$ cat config.mk
export PLATFORM = sky130hd
export DESIGN_NAME = prio_aging_fifo
export DESIGN_NICKNAME = d
export VERILOG_FILES = /design/src/rtl/prio_aging_fifo.sv
export SDC_FILE = /design/constraint.sdc
export NUM_CORES = 1
export LEC_CHECK = 0
export CAP_MARGIN = 30
export CORE_ASPECT_RATIO = 2
export CORE_MARGIN = 2
export CORE_UTILIZATION = 50
export DETAILED_ROUTE_END_ITERATION = 16
export GPL_ROUTABILITY_DRIVEN = 0
export PLACE_DENSITY = 0.73
export REMOVE_ABC_BUFFERS = 1
export SLEW_MARGIN = 20
export SYNTH_ARGS = -nofsm -noshare
export SYNTH_HDL_FRONTEND = slang
export SYNTH_SLANG_ARGS = --single-unit
$ cat constraint.sdc
create_clock -name clk -period 4 [get_ports clk]
set_input_delay 0.4 -clock clk [delete_from_list [all_inputs] [get_ports clk]]
set_output_delay 0.4 -clock clk [all_outputs]
set_load 0.01 [all_outputs]
$ cat src/rtl/prio_aging_fifo.sv
// Per-channel ingress FIFO feeding one arbiter input; the head entry's priority
// is boosted the longer it stalls so low-priority sources cannot be starved.
module prio_aging_fifo #(
  parameter int DATA_W   = 32,
  parameter int PRIO_W   = 3,
  parameter int DEPTH    = 4,
  parameter int AGE_STEP = 8
) (
  input  logic                     clk,
  input  logic                     reset_n,
  input  logic                     in_valid,
  input  logic [DATA_W-1:0]        in_data,
  input  logic [PRIO_W-1:0]        in_prio,
  output logic                     in_ready,
  output logic                     valid_o,
  output logic [DATA_W-1:0]        data_o,
  output logic [PRIO_W-1:0]        prioity_o,
  input  logic                     ready_i,
  output logic [$clog2(DEPTH):0]   count_o
);

  localparam int AW = $clog2(DEPTH);
  localparam int CW = AW + 1;
  localparam int TW = $clog2(AGE_STEP) + 1;
  localparam logic [CW-1:0]     FULL_CNT  = CW'(DEPTH);
  localparam logic [TW-1:0]     TMR_LOAD  = TW'(AGE_STEP - 1);
  localparam logic [PRIO_W-1:0] BOOST_MAX = {PRIO_W{1'b1}};

  logic [DATA_W+PRIO_W-1:0] mem [DEPTH];
  logic [AW-1:0]            rd_ptr;
  logic [AW-1:0]            wr_ptr;
  logic [CW-1:0]            count;
  logic [TW-1:0]            age_tmr;
  logic [PRIO_W-1:0]        boost;

  logic              push;
  logic              pop;
  logic              stalled;
  logic [PRIO_W-1:0] head_prio;
  logic [PRIO_W:0]   prio_sum;

  assign in_ready = (count != FULL_CNT);
  assign valid_o  = (count != '0);
  assign count_o  = count;
  assign push     = in_valid && in_ready;
  assign pop      = valid_o && ready_i;
  assign stalled  = valid_o && !ready_i;

  assign data_o    = mem[rd_ptr][DATA_W+PRIO_W-1:PRIO_W];
  assign head_prio = mem[rd_ptr][PRIO_W-1:0];
  assign prio_sum  = {1'b0, head_prio} + {1'b0, boost};

  always_comb begin
    prioity_o = '0;
    if (valid_o) begin
      prioity_o = prio_sum[PRIO_W] ? BOOST_MAX : prio_sum[PRIO_W-1:0];
    end
  end

  // Storage is intentionally left out of reset.
  always_ff @(posedge clk) begin
    if (reset_n && push) begin
      mem[wr_ptr] <= {in_data, in_prio};
    end
  end

  always_ff @(posedge clk) begin
    if (!reset_n) begin
      rd_ptr <= '0;
      wr_ptr <= '0;
      count  <= '0;
    end else begin
      if (push) wr_ptr <= wr_ptr + AW'(1);
      if (pop)  rd_ptr <= rd_ptr + AW'(1);
      case ({push, pop})
        2'b10:   count <= count + CW'(1);
        2'b01:   count <= count - CW'(1);
        default: count <= count;
      endcase
    end
  end

  // Aging timer counts down stall cycles; each terminal count adds one boost step.
  always_ff @(posedge clk) begin
    if (!reset_n) begin
      age_tmr <= TMR_LOAD;
      boost   <= '0;
    end else if (pop || !valid_o) begin
      age_tmr <= TMR_LOAD;
      boost   <= '0;
    end else if (stalled) begin
      if (age_tmr == '0) begin
        age_tmr <= TMR_LOAD;
        if (boost != BOOST_MAX) boost <= boost + PRIO_W'(1);
      end else begin
        age_tmr <= age_tmr - TW'(1);
      end
    end
  end

endmodule

# Word level (Yosys, flattened, before mapping)
# Memories as Yosys holds them, arrays and structs flattened. A register that Yosys moved wholly into a read port is not among the register bits.
# Index checks and enable logic that the tools add are counted.
# Widths: inputs -> output; s select.
dict set report word_totals {
  register_bits 14
  latchBits 0
  ramBits 140
  mem_bits_ro 0
  in_bits 39
  out_inout_bits 40
  elab_cells 38
  mem_count 1
}
# name words width read_ports rd_ports_with_merged_regs write_ports line_no
set mem_list {}
lappend mem_list {mem 4 35 1 1 1 29} ;# logic [DATA_W+PRIO_W-1:0] mem [DEPTH];
dict set report op_classes {
  add_sub_neg 7
  mul 0
  div_mod_pow 0
  order_cmp 0
  n_eq_ne 4
  shift 0
  mux 8
  n_bitwise 1
  reduce_logical 12
}
# cell n
set ops {}
lappend ops {{$add 3x1->3 const B} 2}
lappend ops {{$mux 3} 2}
lappend ops {{$ne 3x3->1 const B} 2}
lappend ops {{$pmux 3 s2} 1}
lappend ops {{$add 2x1->2 const B} 2}
lappend ops {{$add 3x3->4} 1}
lappend ops {{$logic_and 1x1->1} 4}
lappend ops {{$logic_not 4->1} 1}
lappend ops {{$mux 2} 2}
lappend ops {{$mux 4} 1}
lappend ops {{$sub 4x1->4 const B} 1}
lappend ops {{$reduce_and 3->1} 1}
lappend ops {{$reduce_bool 3->1} 1}
lappend ops {{$sub 3x1->3 const B} 1}
lappend ops {{$eq 2x1->1 const B} 1}
lappend ops {{$eq 2x2->1 const B} 1}
lappend ops {{$logic_not 1->1} 2}
lappend ops {{$mux 1} 2}
lappend ops {{$reduce_bool 2->1} 1}
lappend ops {{$reduce_or 2->1} 1}
lappend ops {{$logic_or 1x1->1} 1}
lappend ops {{$not 1->1} 1}

# Longest topological paths before layout
dict set report depth {
  depth_word 5
  depth_mapped 9
  mapped_depth_nobuf 9
}

# Least setup slack after synthesis
# OpenSTA, ideal clock, no wires.
dict set report synth_timing {
  path_type {flip-flop to output port}
  startpoint {register (tool-made name)}
  endpoint {output port prioity_o[1]}
  arrival_ps 1973
  required_time_ps 3600
  path_slack_ps 1627
  stages_incl_launch_ff 8
  path_buffers 2
  cell_sequence {dfxtp_1 buf_6 buf_12 mux4_2 ha_1 inv_1 fa_1 a21oi_1}
}
# item line_no
set synth_lines {}
lappend synth_lines {{end, declared} 17} ;# output logic [PRIO_W-1:0] prioity_o,

==> flow_metrics.env <==
export IMPL_status="completed"
export IMPL_start_util=0.512
export IMPL_p_comb_frac=0.225
export IMPL_fin_nets=428
export IMPL_cp_required_ns=3.60
export IMPL_synth_cells=283
export IMPL_dieHeight_um=159
export IMPL_ir_drop_mv=0.419
export IMPL_p_clk_frac=0.340
export IMPL_synth_area_um2=6030
export IMPL_layout_commonest_cell="edfxtp_1"
export IMPL_period_minus_slack_ns=3.40
export IMPL_min_from="age_tmr[0]"
export IMPL_mostFrequentLayoutCells="edfxtp_1 (140), clkdlybuf4s50_1 (78), mux4_2 (31)"
export IMPL_finalCritPeriodShare=0.849
export IMPL_cp_arrival_ns=3.00
export IMPL_crit_reg2reg_launch="count_o[2]"
export IMPL_relSlewSlack=0.381
export IMPL_cts_buffer_depth=2
export IMPL_ctsHoldBuffers=0
export IMPL_ys_flop_type="edfxtp_1"
export IMPL_grt_pass1_vias=3056
export IMPL_vias=2910
export IMPL_cts_resized=0
export IMPL_rows=56
export IMPL_layout_setup_ws_ns=0.604
export IMPL_ys_ff_latch=156
export IMPL_finalSetupTns_ns=0
export IMPL_holdWs_ns=0.423
export IMPL_drv_slew=0
export IMPL_portBuffers=78
export IMPL_preCtsSetupSlack_ns=1.01
export IMPL_drive_gt1_frac=0.193
export IMPL_switching_share=0.254
export IMPL_synth_cell_types=34
export IMPL_drt_vias_per_instance=5.45
export IMPL_grt_pass1_wl_um=16500
export IMPL_yosys_warnings=0
export IMPL_grt_setup_unrepaired="no"
export IMPL_hold_viol_final=0
export IMPL_die_x_um=81.6
export IMPL_switchingPower_uw=1160
export IMPL_antenna_found_initial=0
export IMPL_postSynthAreaPerCell_um2=21.3
export IMPL_cts_made_buffers=17
export IMPL_hold_path_class="register to register"
export IMPL_clock_skew_ns=0.0103
export IMPL_crit_fanout=14
export IMPL_async_reset_ff_frac=0
export IMPL_postRouteAntennaNets=0
export IMPL_crit_path_end_kind="output pin"
export IMPL_cts_root_buf="clkbuf_16"
export IMPL_io_pins=79
export IMPL_path_clk_slew_ns=0.06
export IMPL_p_leak_uw=0.00250
export IMPL_drc=0
export IMPL_wire_per_inst_um=20.1
export IMPL_drv_cap=0
export IMPL_wl_um=10700
export IMPL_grt_max_degree=36
export IMPL_post_cts_setup_buffer_count=0
export IMPL_p_per_area_nw_per_um2=601
export IMPL_p_int_uw=3390
export IMPL_synth_edff_count=140
export IMPL_firstDrtPassIters=4
export IMPL_syn_to_final_growth_pct=25.6
export IMPL_hpwl_um=6510
export IMPL_worst_pin_slew_ns=0.928
export IMPL_track_usage=0.177
export IMPL_htree_levels=4
export IMPL_fmaxAchievable_mhz=294
export IMPL_fp_dieArea_um2=13000
export IMPL_power_frac_seq=0.434
export IMPL_fp_coreArea_um2=11800
export IMPL_clock_latency_ns=0.42
export IMPL_drt_iter0_markers=111
export IMPL_setup_violations=0
export IMPL_antenna_cells=0
export IMPL_cts_sinks=156
export IMPL_grt_overflow_total=0
export IMPL_cts_tree="yes"
export IMPL_ys_seq_area_frac=0.751
export IMPL_path_class="register to output pin"
export IMPL_startpoint_type="register"
state kept, by name, indices dropped and copies added (netlist names), named ones only:
| signal | cells |
|---|---|
| age_tmr | 4 |
| boost | 3 |
| count_o | 3 |
| mem | 140 |
| rd_ptr | 2 |
| wr_ptr | 2 |
path summary, 6_finish.rpt:
path,endpoint,slack (ns),depth (start not counted)
setup / recovery,prioity_o[1],0.60,6
setup reg to reg,count_o[2],1.84,8
hold / removal,age_tmr[0],0.42,1
hold reg to reg,age_tmr[0],0.42,1
kinds of logic (layout without fill, tap and decap cells):
kind of cell / after synthesis / count (layout) / synth area share
flip-flops: 156 / 156 / 0.751
multiplexers: 40 / 40 / 0.142
AND/OR/NAND/NOR: 34 / 34 / 0.0338
buffers and inverters: 22 / 128 / 0.0239
adder cells (fa/ha/maj): 13 / 13 / 0.0295
AO/OA/AOI/OAI: 13 / 13 / 0.0131
XOR/XNOR: 5 / 5 / 0.00727
cell type report:
type                    instances  area, um^2
well taps                     145         181
inverters                      13        48.8
fillers                       817        4210
clock buffers                  23         512
multi-input cells             105        1360
flip-flops and latches        156        4530
repair buffers                 83         863
clock inverters                 9        71.3
through the flow:
step / instances / utilization / cell area [um^2] / total power (uW)
2_1_floorplan: 274 / - / 5930 / 2540
3_3_place_gp: 499 / 0.587 / 6920 / 3020
3_5_place_dp: 499 / 0.587 / 6920 / 3040
4_1_cts: 531 / 0.637 / 7500 / 4590
5_1_grt: 534 / 0.643 / 7570 / 4740
6_report: 534 / 0.643 / 7570 / 4550
power groups by stage:
stage	sequential (uW)	clock (uW)	combinational (uW)
floorplan	2040	0	503
global placement	2010	0	1010
detailed placement	2020	0	1030
CTS	1980	1570	1030
global route	1990	1640	1100
finish	1980	1550	1020
critical path, stage by stage, from the launching register on:
cell,delay [ns]
dfxtp_2,0.65
mux4_2,0.56
ha_1,0.21
inv_1,0.07
fa_1,0.40
a21oi_1,0.14
clkdlybuf4s50_1,0.55
metal layers:
metal	track usage	wire length [um]
met5	0	0
met4	0.0727	181
met3	0.0465	411
met2	0.310	6000
met1	0.200	4130
cells in the mapped netlist (all sizes together) (3+ instances only):
library cell	n	share of area
nor2	7	0.0044
edfxtp	140	0.70
dfxtp	16	0.053
inv	13	0.0081
o21ai	5	0.0042
and3	4	0.0042
buf	7	0.014
mux2i	5	0.0083
xnor2	3	0.0044
nand2	11	0.0069
ha	11	0.023
a21oi	4	0.0033
mux4	35	0.13
a21boi	3	0.0044
Power figures use the tool's default switching activity.
